===== config.mk =====
export PLATFORM = sky130hd
export DESIGN_NAME = key_filter_4
export DESIGN_NICKNAME = d
export VERILOG_FILES = /design/src/rtl/key_filter_4.sv
export SDC_FILE = /design/constraint.sdc
export NUM_CORES = 1
export LEC_CHECK = 0
export ABC_AREA = 1
export CAP_MARGIN = 20
export CORE_MARGIN = 2
export CORE_UTILIZATION = 60
export DETAILED_ROUTE_END_ITERATION = 10
export GPL_TIMING_DRIVEN = 1
export PLACE_DENSITY_LB_ADDON = 0.08
export SYNTH_ARGS = -nofsm -noshare
export SYNTH_HDL_FRONTEND = slang
export SYNTH_SLANG_ARGS = --single-unit

===== constraint.sdc =====
create_clock -name sys_clk -period 4 [get_ports sys_clk]
set_clock_uncertainty 0.1 [all_clocks]
set_input_delay 1.2 -clock sys_clk [delete_from_list [all_inputs] [get_ports sys_clk]]
set_output_delay 1.2 -clock sys_clk [all_outputs]
set_load 0.05 [all_outputs]

===== src/rtl/key_filter_4.sv =====
// key_filter_4: four-channel push-button conditioner.
// Each active-low key is synchronised, debounced and edge-detected
// independently. The block produces a one-cycle press pulse, a one-cycle
// release pulse and a debounced "held down" level per key. Every output is a
// flop, so nothing combinational runs from key_in to the outputs.

module key_filter_4 #(
    parameter int              CNT_W   = 20,
    parameter logic [CNT_W-1:0] CNT_MAX = 20'd999_999
) (
    input  logic       sys_clk,
    input  logic       sys_rst_n,
    input  logic [3:0] key_in,
    output logic [3:0] key_flag,
    output logic [3:0] key_release,
    output logic [3:0] key_state
);

    typedef enum logic [1:0] {
        IDLE   = 2'd0,
        P_FILT = 2'd1,
        DOWN   = 2'd2,
        R_FILT = 2'd3
    } state_t;

    logic [3:0]       sync1;
    logic [3:0]       sync2;
    state_t           state [4];
    logic [CNT_W-1:0] cnt   [4];

    // Two-flop synchroniser; it resets to "released" so a key that is already
    // held at reset release still goes through the full filter.
    always_ff @(posedge sys_clk or negedge sys_rst_n) begin
        if (!sys_rst_n) begin
            sync1 <= 4'b1111;
            sync2 <= 4'b1111;
        end else begin
            // NOTE: flops use non-blocking assignments so every register
            // samples the pre-edge value; blocking here would collapse the
            // two stages into one.
            sync1 <= key_in;
            sync2 <= sync1;
        end
    end

    // Per-key debounce FSM with registered pulse and level outputs.
    always_ff @(posedge sys_clk or negedge sys_rst_n) begin
        if (!sys_rst_n) begin
            // NOTE: the state and counter arrays are only a few flops per key
            // and the FSM must come up in IDLE, so they are reset like any
            // other control register.
            for (int i = 0; i < 4; i++) begin
                state[i] <= IDLE;
                cnt[i]   <= '0;
            end
            key_flag    <= 4'b0000;
            key_release <= 4'b0000;
            key_state   <= 4'b0000;
        end else begin
            for (int i = 0; i < 4; i++) begin
                // Pulses are one cycle wide: cleared by default every cycle.
                key_flag[i]    <= 1'b0;
                key_release[i] <= 1'b0;

                case (state[i])
                    IDLE: begin
                        if (!sync2[i]) begin
                            state[i] <= P_FILT;
                            cnt[i]   <= '0;
                        end
                    end

                    P_FILT: begin
                        if (sync2[i]) begin
                            // Bounce: the key went high again before it was
                            // stable long enough.
                            state[i] <= IDLE;
                            cnt[i]   <= '0;
                        end else if (cnt[i] == CNT_MAX) begin
                            state[i]     <= DOWN;
                            key_flag[i]  <= 1'b1;
                            key_state[i] <= 1'b1;
                        end else begin
                            cnt[i] <= cnt[i] + CNT_W'(1);
                        end
                    end

                    DOWN: begin
                        if (sync2[i]) begin
                            state[i] <= R_FILT;
                            cnt[i]   <= '0;
                        end
                    end

                    R_FILT: begin
                        if (!sync2[i]) begin
                            // Bounce on release: still considered held.
                            state[i] <= DOWN;
                            cnt[i]   <= '0;
                        end else if (cnt[i] == CNT_MAX) begin
                            state[i]       <= IDLE;
                            key_release[i] <= 1'b1;
                            key_state[i]   <= 1'b0;
                        end else begin
                            cnt[i] <= cnt[i] + CNT_W'(1);
                        end
                    end

                    default: begin
                        state[i] <= IDLE;
                        cnt[i]   <= '0;
                    end
                endcase
            end
        end
    end

endmodule


==> results of run 1 <==
layout make-up:
| cell class | count | area, um2 | area share, % |
|---|---|---|---|
| Clock buffer | 12 | 155.1 | 2.144 |
| Sequential cell | 108 | 2713 | 37.49 |
| Tap cell | 140 | 175.2 | 2.421 |
| Inverter | 134 | 505.5 | 6.986 |
| Timing Repair Buffer | 19 | 195.2 | 2.698 |
| Multi-Input combinational cell | 730 | 3397 | 46.95 |
| Clock inverter | 4 | 95.09 | 1.314 |
flip-flops by register name, summed over array words and instances, names as in the netlist, named ones only:
register	flops
sync1	4
key_release	4
key_flag	4
state	4
key_state	4
sync2	4
cnt	80
kinds of logic (layout without fill, tap and decap cells):
logic type,Yosys count,in the layout,synth area share (%)
xor gates and xnor gates,9,9,1.186
and+or+nand+nor,647,647,43.71
adders and majority gates,4,4,0.7530
DFF,108,108,40.81
AOI/OAI and AO/OA,70,70,5.459
buffers and inverters,140,169,8.076
stage by stage:
stage / setup WS (ns) / util, % / hold slack, ns
detailed placement: 1.566 / 64.44 / 0.2475
global placement: 1.580 / 64.44 / 0.2458
finish: 1.142 / 66.75 / 0.2606
global route: 1.076 / 66.75 / 0.2633
floorplan: 2.100 / - / 0.2452
CTS: 1.127 / 66.75 / 0.2617
worst reg2reg max path: cells and delay by family (launching register included):
kind | cells | cell delay (ns)
simple gates | 5 | 0.87
flops | 1 | 0.45
fa+ha+maj | 1 | 0.29
buf+inv | 1 | 0.08
per-layer routing:
metal	GRT usage, %	vias to the layer above	part of all wire (%)
met4	9.132	0	1.7
met3	5.798	23	4.5
met2	43.35	113	46
met1	36.96	2772	48
li1	-	3176	-
met5	0	-	0
power breakdown:
part / switching, mW / total (mW) / internal (mW)
combinational: 0.0727 / 0.0960 / 0.0233
clock: 0.377 / 0.827 / 0.450
sequential: 0.0224 / 1.13 / 1.11
how the worst max path moves through the flow:
stage / to / cells after the start
after floorplan: key_state[0] / 0
after global placement: key_state[3] / 1
after detailed placement: key_state[1] / 1
after CTS: key_state[1] / 1
after global routing: key_state[0] / 1
final: key_state[1] / 1
cells in the final DEF (no fill, tap or decap), types with 2 or more instances in the layout:
cell / Yosys / final
nor2_2: 11 / 11
nand2_2: 11 / 11
o21ai_0: 32 / 32
nand3b_1: 3 / 3
dfstp_2: 8 / 8
nor3_1: 15 / 15
bufinv_16: 0 / 3
a21oi_1: 19 / 19
inv_1: 119 / 119
a21o_1: 2 / 2
buf_4: 1 / 2
clkdlybuf4s50_1: 0 / 16
clkbuf_8: 0 / 11
ha_1: 4 / 4
xnor2_1: 2 / 2
nand3_2: 4 / 4
nand2_1: 299 / 299
nand4_1: 28 / 28
o21ai_1: 13 / 13
nor2_1: 133 / 133
nor2_4: 8 / 8
nand3_1: 128 / 128
inv_2: 14 / 14
xor2_1: 7 / 7
dfrtp_1: 100 / 100
==> run metrics, run 1 <==
top cells by area, synth=dfrtp_1 38%, nand2_1 17%, nand3_1 9.6%; Worst Setup Path Type=reg -> out; CTS buffer count=9; synthesis-stage register bit count=108; Synth area leader=dfrtp_1; final wirelength=~15000 um; I/O pin count=18; placer's final routability congestion estimate=0.9401; deepest clock path buffer count=2; FP Rows=38; post-cts resize count=0; Post-synth EDFFs=0; H-tree depth=3; post-synthesis sequential area ratio=between 40% and 50%; fin crit share=just over 70%; syn nets=between 900 and 1000; Worst Tran Pin Value=~0.66 ns; Slew headroom=56.05%; diode count=0; Worst R2R Start=cnt[20]$_DFFE_PN0P_; critical path's largest stage delay=0.80 ns; Clock Pin Slew Worst Setup and Hold Paths=about 0.11 ns; most instantiated library cell after synthesis=nand2_1; syn_area_per_cell=approximately 6.8 um2; synthesis-to-layout area growth=8.867%; Crit path max-delay family=buffers and inverters; synth warn=0; Synth top cells by count=299 x nand2_1, 133 x nor2_1, 128 x nand3_1, 119 x inv_1, 100 x dfrtp_1; Placeable Area=approximately 11000 um2; post-layout instance area=a little over 7000 um2; worst hold endpoint=sync2[2]$_DFF_PN1_; Total GRT Usage=27.17%; initial antenna violation count=0; crit path cell chain=clkdlybuf4s50_1; CP Launch Type=register; P per Cell Area=around 280 nW/um2; Bufs and invs on worst path=1; hpwl dp=roughly 11000 um; P_leak=3.361 nW; first-pass GRT wire length=about 26000 um; die area=between 10000 and 15000 um2; fill cell count=~960; total power=slightly above 2 mW; Hold Path Depth=0; chip height=between 100 and 150 um; number of max-cap violations=0; vias in the first global route=around 5800; critical path arrival=around 1.6 ns; Slowest-stage cell, CP=clkdlybuf4s50_1; wire per inst=about 13 um; grt total ovfl=0; worst skew pair latency=between 0.3 and 0.4 ns; pin count of the biggest net entering global routing=slightly below 60; ys async rst share=100.0%; R2R cell count=7; share of layout cells above drive strength 1=under 10%; vias per cell=about 5.3; Post-synth top flop=dfrtp_1; Fmax achieved=0.3499 GHz; DRC=0; non-filler instance count after layout=approximately 1100; crit path max fanout=2; starting density of the core=61.31%; Netlist cell types=36; RSZ-0062 raised after global routing=no; top-area cell type share of the netlist area=a little under two fifths; port bufs=17; Final Setup Violations=0; vias=approximately 6000; R2R Path End=key_flag[2]$_DFF_PN0_; ANT nets after route=0; Initial DRC Count=360; CTS Hold Buffers Added=0; setup repair bufs after CTS=0; Root Buffer=clkbuf_8; placed cell area=between 6000 and 7000 um2; Critical Path RT=around 2.7 ns; Net count, final=~1000; worst hold path type=reg -> reg; placed cells=about 1100; setup slack, reg-to-reg=between 2 and 2.5 ns; Final Hold Fails=0; Clock Sink Count=108; Post-Syn Area=between 6000 and 7000 um2; Crit. End Element=output pin; CTS tree=done; peak supply drop=around 0.28 mV; Die W=between 100 and 150 um; min-delay src=sync1[2]$_DFF_PN1_; status=finished, final reports clean; setup tns final=0 ns; drt pass-1 iters=7; count of final max-slew check failures=0; Synth Instances=around 980; Worst Setup SP=key_state[1]$_DFFE_PN0P_; Final Critical Period=2.858 ns
Note: power is estimated with default switching activity, not from simulation.
==> run 2, diff against run 1 <==
CORE_UTILIZATION = 56   (was 60)
clock period = 2.49 ns   (was 4 ns; I/O delays follow)
==> run 2 against run 1 <==
The flow now finishes with violations (design-rule violations). Sequential power up 60%. Via count up 0.53%. First-iteration DRC count up 21%. Sequential share of layout area down 0.42 points. Worst hold slack worse by 0.060 ns. Sequential cell count unchanged. Clock power up 77%. Combinational power up 72%. Power up 67%. Critical endpoint is now key_state[0].
==> run metrics, run 2 (synthesized netlist as in run 1, its figures left out) <==
vias=6116 (+0.53%); wire per inst=12.74 um (-2.0%); leading cell types in the layout, fill and taps excluded=299 x nand2_1, 133 x nor2_1, 128 x nand3_1; RSZ-0062 raised after global routing=no; placed cell area=7017 um2 (+0.45%); first-pass GRT wire length=26600 um (+3.8%); diode count=0 (unchanged); post-cts resize count=0 (unchanged); P_leak=3.399 nW (+1.1%); Worst R2R Start=cnt[0]$_DFFE_PN0P_; CTS tree=done; Slew headroom=66.05% (+10 points); setup tns final=0 ns (unchanged); final wirelength=14680 um (-1.6%); deepest clock path buffer count=2 (unchanged); fin crit share=~95%; initial antenna violation count=0 (unchanged); Total GRT Usage=25.40% (-1.8 points); pin count of the biggest net entering global routing=49 (-16%); port bufs=17 (unchanged); critical path arrival=1.51 ns (-0.05 ns); peak supply drop=0.5340 mV (+92%); most flop-heavy register=cnt; Worst Tran Pin Value=0.5077 ns (-0.1516 ns); H-tree depth=3 (unchanged); count of final max-slew check failures=0 (unchanged); fill cell count=1062 (+11%); worst skew pair latency=0.36 ns (-0.03 ns); CTS Hold Buffers Added=0 (unchanged); total power=3.434 mW (+67%); I/O pin count=18 (unchanged); Slowest-stage cell, CP=clkdlybuf4s50_1; number of max-cap violations=0 (unchanged); DRC=3 (+3); Fmax achieved=about 0.42 GHz; die area=12760 um2 (+6.9%); drt pass-1 iters=10 (+3); Die W=112.9 um (+3.4%); Critical Path RT=1.64 ns (-1.06 ns); post-layout instance area=7317 um2 (+1.1%); hpwl dp=10940 um (-0.31%); failing checks=design-rule violations; Final Critical Period=approximately 2.4 ns; crit path cell chain=clkdlybuf4s50_1; DP Worst Slack=0.5142 ns (-1.052 ns); Placeable Area=11520 um2 (+6.2%); grt total ovfl=0 (unchanged); R2R Path End=cnt[3]$_DFFE_PN0P_; non-filler instance count after layout=1152 (+0.44%); placed cells=1136 (+0.44%); setup slack, reg-to-reg=0.63 ns (-1.48 ns); share of layout cells above drive strength 1=8.424% (+0.28 points); CTS buffer count=9 (unchanged); setup repair bufs after CTS=0 (unchanged); fin worst setup slack=0.1310 ns (-1.011 ns); critical path's largest stage delay=0.80 ns (about the same); status=finished with violations; placer's final routability congestion estimate=0.9399 (about the same); R2R cell count=8 (+1); Crit. End Element=output pin; GR met1 Demand/Resource=34.86% (-2.1 points); FP Rows=39 (+2.6%); Final Hold Fails=0 (unchanged); Crit path max-delay family=buffers and inverters; synthesis-to-layout area growth=10.09%; Clock Sink Count=108 (unchanged); ANT nets after route=0 (unchanged); starting density of the core=57.71% (-3.6 points); vias in the first global route=5863 (+1.8%); commonest non-fill, non-tap cell in the layout=nand2_1; global route hottest layer=met2; chip height=112.9 um (+3.4%); CP Launch Type=register; P per Cell Area=469.3 nW/um2 (+65%); Net count, final=1014 (+0.20%); Largest register FFs=80 (unchanged); worst hold path type=in -> async; GR Util met2=40.80% (-2.5 points); Final Setup Violations=0 (unchanged); crit path max fanout=2 (unchanged); Initial DRC Count=434 (+21%); M3 GR Usage=4.928% (-0.87 points); Root Buffer=clkbuf_16; Worst Setup Path Type=reg -> out; vias per cell=5.309 (about the same); Bufs and invs on worst path=1 (unchanged); Clock Pin Slew Worst Setup and Hold Paths=0.07 ns (-0.04 ns)
-- run 2: changes by cell type in the layout (fill, tap and decap cells not counted) --
cell       delta
clkbuf_8     -11
clkbuf_16     +9
clkinv_2      +1
inv_6         +1
buf_4         +1
bufinv_16     -2
clkbuf_1      -1
buf_12        +1
clkinv_4      +3
-- run 2: final cells by class --
cell class / instances / area [um2] / share of cell area (%)
Timing Repair Buffer: 21 / 222.7 / 3.044
Clock buffer: 9 / 225.2 / 3.078
Inverter: 134 / 505.5 / 6.908
Multi-Input combinational cell: 730 / 3397 / 46.43
Clock inverter: 7 / 75.07 / 1.026
Sequential cell: 108 / 2713 / 37.07
Tap cell: 143 / 178.9 / 2.445
-- run 2: through the flow --
step | utilization, % | hold WS [ns]
after floorplan | - | 0.2452
after global placement | 60.93 | 0.2456
after detailed placement | 60.93 | 0.2472
after CTS | 63.54 | 0.2068
after global routing | 63.54 | 0.2287
final | 63.54 | 0.2007
-- run 2: worst max path at each step --
stage	startpoint	cells past startpoint	slack, ns	to
after floorplan	cnt[40]$_DFFE_PN0P_	6	0.88	key_state[1]$_DFFE_PN0P_
after global placement	key_state[3]$_DFFE_PN0P_	1	0.52	key_state[3]
after detailed placement	key_state[0]$_DFFE_PN0P_	1	0.51	key_state[0]
after CTS	key_state[3]$_DFFE_PN0P_	1	0.12	key_state[3]
after global routing	key_state[0]$_DFFE_PN0P_	1	0.07	key_state[0]
final	key_state[0]$_DFFE_PN0P_	1	0.13	key_state[0]
-- run 2: routing by layer --
| layer | up-vias | share of wire, % |
|---|---|---|
| met5 | - | 0 |
| met4 | 0 | 2.3 |
| met3 | 33 | 4.9 |
| met2 | 156 | 45 |
| met1 | 2751 | 47 |
| li1 | 3176 | - |
-- run 2: worst register-to-register path, cell delays in order (launching register included) --
cell and delay (ns):
dfrtp_1 0.53, ha_1 0.23, nand2_1 0.15, nor2_4 0.21, nand3_1 0.22, nand3_1 0.17
nand2_1 0.06, nand2_1 0.05, nor2_1 0.04
-- run 2: report_power, final --
group	internal [mW]	switching [mW]	total, mW
clock	0.785	0.671	1.46
combinational	0.0421	0.123	0.165
sequential	1.78	0.0329	1.81
total	2.61	0.827	3.43
==> edit 1: new RTL, flow settings as in run 2 <==
Put one more register stage on the output `key_state`, cleared by the reset. The value now appears one clock later. The other outputs are not delayed to match.
--- a/src/rtl/key_filter_4.sv
+++ b/src/rtl/key_filter_4.sv
@@ -23,4 +23,6 @@
         R_FILT = 2'd3
     } state_t;
+
+    logic [3:0] key_state_s0;
 
     logic [3:0]       sync1;
@@ -56,5 +58,5 @@
             key_flag    <= 4'b0000;
             key_release <= 4'b0000;
-            key_state   <= 4'b0000;
+            key_state_s0 <= 4'b0000;
         end else begin
             for (int i = 0; i < 4; i++) begin
@@ -80,5 +82,5 @@
                             state[i]     <= DOWN;
                             key_flag[i]  <= 1'b1;
-                            key_state[i] <= 1'b1;
+                            key_state_s0[i] <= 1'b1;
                         end else begin
                             cnt[i] <= cnt[i] + CNT_W'(1);
@@ -101,5 +103,5 @@
                             state[i]       <= IDLE;
                             key_release[i] <= 1'b1;
-                            key_state[i]   <= 1'b0;
+                            key_state_s0[i]   <= 1'b0;
                         end else begin
                             cnt[i] <= cnt[i] + CNT_W'(1);
@@ -116,4 +118,12 @@
     end
 
+    always_ff @(posedge sys_clk or negedge sys_rst_n) begin
+        if (!sys_rst_n) begin
+            key_state <= '0;
+        end else begin
+            key_state <= key_state_s0;
+        end
+    end
+
 endmodule
 
Formal check against the unedited RTL: no difference found for any inputs over 10 cycles, from zero or initial values and one cycle with sys_rst_n low; that may be too few to reach the edited logic, so the function may still have changed.
==> edit 1 against run 2 <==
- worst setup slack improved by 0.014 ns
- register-to-register slack hardly changed
- synthesized cell count is 3.0% lower
- count of clock-buffer cells in the layout rose by 1
- synthesized area grew 1.3%
- routed wire length is 2.5% lower
- sequential cell count grew 4
- final area up 2.0%
- via count decreased by 3.0%
- first-iteration DRC count fell by 4.6%
- highest routed layer unchanged
Power is not compared: it rests on default switching activity, and its combinational part moved more than twofold at a synthesized area within 25%.
==> edit 1: results (changes against run 2) <==
Run status
  • Status: completed

Clock network
  • Clock Tree Buf Depth: 2 (unchanged)
  • Skew-Pair Late Insertion Delay: 0.36 ns (about the same)
  • CTS Buf Count: 9 (unchanged)
  • CTS resizes: 0 (unchanged)
  • Root buf cell: clkbuf_16
  • Worst-path clk slew: 0.08 ns
  • Post-CTS setup buffer count: 0 (unchanged)

Timing
  • Max_slew headroom: 64.2% (-1.8 points)
  • Min Hold Slack: 0.257 ns (+0.0568 ns)
  • Finish-stage setup viols: 0 (unchanged)

Detailed routing
  • Vias: 5934 (-3.0%)
  • Routed len/inst: 12.7 um (-0.28%)
  • Metal1 wirelength: 7.06 mm (+1.4%)
  • TritonRoute pass-1 iters: 6 (-4)
  • Met3 WL: 400 um (-45%)
  • Metal2 WL: 6.67 mm (+0.15%)
  • Detailed-route wire length: 14.3 mm (-2.5%)
  • Initial DRC count: 414 (-4.6%)

Layout
  • Layout fillers: 1102 (+3.8%)
  • Biggest register: cnt
  • Diode count: 0 (unchanged)
  • Number of flip-flops in the largest register: 80 (unchanged)
  • Layout cells sized above 1: 9.81% (+1.4 points)
  • Nets: 984 (-3.0%)

Logic synthesis
  • Synth top area cells: dfrtp_1 (39%), nand2_1 (15%), nand3_1 (9.1%)
  • Mux cell area share after synthesis: 0% (unchanged)
  • Adder-cell share of the synthesized area: 0.743% (-0.0099 points)
  • Post-synthesis sequential area ratio: 41.8% (+0.95 points)
  • Top_reg_cell synth: dfrtp_1
  • Synth unique cells: 43 (+19%)
  • Async SR Flop Fraction: 100% (unchanged)
  • Net Count, Synth: 959 (-2.9%)
  • Post-synthesis compound-gate area fraction: 5.00% (-0.46 points)
  • Cells after synthesis: 949 (-3.0%)
  • Top cells by count, synth: nand2_1 (276), nand3_1 (123), nor2_1 (122)
  • Xor/xnor cell area share of the yosys netlist: 2.21% (+1.0 points)

Worst hold path
  • Tightest Hold Check Type: input port to asynchronous set/reset pin

Place
  • Worst slack at placement: 0.520 ns (+0.00606 ns)
  • HPWL after DPL: 10.9 mm (-0.33%)
  • Final Wtd Congestion: 0.907 (-3.5%)
  • Placed Area: 7110 um2 (+1.4%)
  • Placed cell count: 1110 (-2.3%)

GRT
  • Vias in the first global route: 5556 (-5.2%)
  • Largest net degree at the start of global routing: 41 (-16%)
  • First-pass GRT wire length: 25.5 mm (-4.3%)
  • Initial antenna violation count: 0 (unchanged)
  • Gr usage total: 24.2% (-1.2 points)

Setup path
  • Worst path max stage delay: 0.80 ns (about the same)
  • Reg2Reg Setup Slack: 0.63 ns (about the same)
  • CP max FO: 1 (-1)
  • CP delay by family, top: buffers and inverters
  • Slowest CP cell: clkdlybuf4s50_1
  • Reg2reg end: cnt[68]
  • Critical R2R Launch: cnt[60]
  • R2r worst-path depth: 8 (unchanged)
  • WP data arrival: roughly 1.5 ns

Power
  • Peak supply drop: 0.561 mV
  • Leakage power: approximately 3.4 nW
## edit 1: worst max path at each step
stage	end	slack, ns	from	depth (start not counted)
floorplan	cnt[68]	0.89	cnt[60]	8
global placement	key_flag[0]	0.54	key_flag[0]	1
detailed placement	key_flag[3]	0.52	key_flag[3]	1
CTS	key_flag[3]	0.13	key_flag[3]	1
global route	key_flag[2]	0.1	key_flag[2]	1
finish	key_flag[0]	0.14	key_flag[0]	1
## edit 1: where the power goes
part | switching, mW | total, mW | internal [mW]
clock | 0.691 | 1.69 | 1.00
combinational | 0.268 | 0.377 | 0.109
sequential | 0.0690 | 1.94 | 1.87
total | 1.03 | 4.01 | 2.98
## edit 1: cell type report
| class | count | area (um2) | share of cell area [%] |
|---|---|---|---|
| tap | 147 | 184 | 2.46 |
| inverter | 125 | 474 | 6.35 |
| multi-input combinational | 704 | 3410 | 45.7 |
| clock inverter | 6 | 124 | 1.66 |
| clock buffer | 10 | 229 | 3.07 |
| timing repair buffer | 22 | 230 | 3.08 |
| sequential | 112 | 2810 | 37.7 |
## edit 1: logic make-up (layout without fill, tap and decap cells)
group,count (synthesis),count (layout)
AOI/OAI and AO/OA,63,63
xor gates and xnor gates,17,17
adders and majority gates,4,4
buffers and inverters,133,163
DFF,112,112
and+or+nand+nor,620,620
## edit 1: per-layer routing
layer / track usage (%) / vias up
met5: 0 / -
met4: 5.61 / 0
met3: 5.10 / 19
met2: 39.6 / 70
met1: 33.4 / 2758
li1: - / 3087
==> edit 2: new RTL, flow settings as in run 2 <==
Made on the original files. Set the parameter `CNT_MAX` to 20'd749999 (it was 20'd999_999).
--- a/src/rtl/key_filter_4.sv
+++ b/src/rtl/key_filter_4.sv
@@ -7,5 +7,5 @@
 module key_filter_4 #(
     parameter int              CNT_W   = 20,
-    parameter logic [CNT_W-1:0] CNT_MAX = 20'd999_999
+    parameter logic [CNT_W-1:0] CNT_MAX = 20'd749999
 ) (
     input  logic       sys_clk,
Formal check against the unedited RTL: no difference found for any inputs over 10 cycles, from zero or initial values and one cycle with sys_rst_n low; that may be too few to reach the edited logic, so the function may still have changed.
==> edit 2 against run 2 <==
- global-route usage rose by 0.28 points
- sequential cell count did not move
- total power rose by 1.9%
- synthesized area rose by 0.68%
- sequential power barely moved
- routed wire length rose by 2.8%
- final area rose by 0.27%
- final cell count did not move
- worst setup slack got worse by 0.0070 ns
- largest cell class unchanged
==> edit 2: results (changes against run 2) <==
Power
  • Leakage power: 3.30 nW (-3.0%)
  • Switching Fraction: 23.6% (-0.45 points)

Layout
  • Layout cells sized above 1: 8.13% (-0.30 points)
  • Logic inverters: 131 (-2.2%)
  • Multi-input logic area: 3420 um2 (+0.77%)
  • Layout fillers: 1060 (-0.19%)
  • ClkCell Share: 4.33% (+0.23 points)
  • Multi-Input Combinational: 733 (+0.41%)
  • Clkbuf count: 11 (+2)
  • Signal buf overhead: 2.86% (-0.18 points)

Detailed routing
  • TritonRoute pass-1 iters: 5 (-5)
  • Metal1 wirelength: 7.49 mm (+7.7%)
  • Vias: 6100 (-0.26%)
  • Met3 WL: 710 um (-1.9%)
  • Metal2 WL: 6.72 mm (+0.87%)
  • Detailed-route wire length: 15.1 mm (+2.8%)
  • Initial DRC count: 594 (+37%)

Logic synthesis
  • Top cells by count, synth: nand2_1 (276), nor2_1 (157), inv_1 (121)
  • Synth top area cells: dfrtp_1 (37%), nand2_1 (15%), nor2_1 (8.8%)
  • Async SR Flop Fraction: 100% (unchanged)
  • Post-synthesis sequential area ratio: 40.5% (-0.27 points)
  • Synth unique cells: 43 (+19%)
  • Net Count, Synth: 991 (+0.30%)

GRT
  • Largest net degree at the start of global routing: 109 (+120%)
  • Vias in the first global route: 5702 (-2.7%)
  • First-pass GRT wire length: 26.7 mm (+0.49%)
  • Gr usage total: 25.7% (+0.28 points)
  • Met1 Use GR: 37.2% (+2.3 points)
  • Met2 Use GR: 39.5% (-1.3 points)
  • M3 GR Usage: 5.03% (+0.11 points)

Worst hold path
  • Tightest Hold Check Type: register to register

Clock network
  • CTS H-Tree Depth: 3 (unchanged)
  • CTS sink count: 108 (unchanged)

Timing
  • Max_slew headroom: 59.9% (-6.1 points)
  • Slew Limit Fails: 0 (unchanged)

Place
  • Final Wtd Congestion: 0.922 (-1.9%)
  • HPWL after DPL: 11.0 mm (+0.37%)
  • Worst slack at placement: 0.507 ns (-0.00716 ns)

Run status
  • Status: completed
==> edit 2: changes by cell type after synthesis, sizes merged, moves of 3 or more <==
cell    before  now
o21bai       1    4
nand2      310  290
o22ai        1    5
nor2       152  174
inv        134  129
nor3        17   27
nand3      133  105
or2          1    4
o21ai       45   51
==> edit 2: worst paths after layout <==
kind                         startpoint        endpoint  slack [ns]  depth (start not counted)
max                        key_state[1]    key_state[1]        0.12                          1
min                            sync1[1]        sync2[1]        0.26                          0
max reg2reg                     cnt[40]  key_release[1]        0.65                          5
min reg2reg                    sync1[1]        sync2[1]        0.26                          0
max in group asynchronous     sys_rst_n         cnt[39]        1.50                          2
min in group asynchronous     sys_rst_n         cnt[56]        0.29                          2
==> edit 2: cell families (layout without fill, tap and decap cells) <==
logic type               count (synthesis)  count (layout)  synth area share [%]
AND/OR/NAND/NOR                        631             631                  41.9
buffers and inverters                  140             168                  8.30
flip-flops                             108             108                  40.5
AO/OA/AOI/OAI                           89              89                  7.20
XOR/XNOR                                 9               9                  1.29
adder cells (fa/ha/maj)                  4               4                 0.748
==> edit 2: power by group through the flow <==
stage	Combinational [mW]	Sequential (mW)	Clock, mW
after detailed placement	0.172	1.84	0
after global routing	0.198	1.82	1.63
after global placement	0.172	1.84	0
final	0.170	1.81	1.52
after CTS	0.173	1.81	1.56
after floorplan	0.104	1.83	0
==> edit 2: per-stage QoR <==
| step | util, % | cell area [um2] | total power [mW] | instances |
|---|---|---|---|---|
| floorplan | - | 6690 | 1.94 | 981 |
| global placement | 61.0 | 7020 | 2.02 | 1136 |
| detailed placement | 61.0 | 7020 | 2.02 | 1136 |
| CTS | 63.7 | 7340 | 3.54 | 1152 |
| global route | 63.7 | 7340 | 3.64 | 1152 |
| finish | 63.7 | 7340 | 3.50 | 1152 |
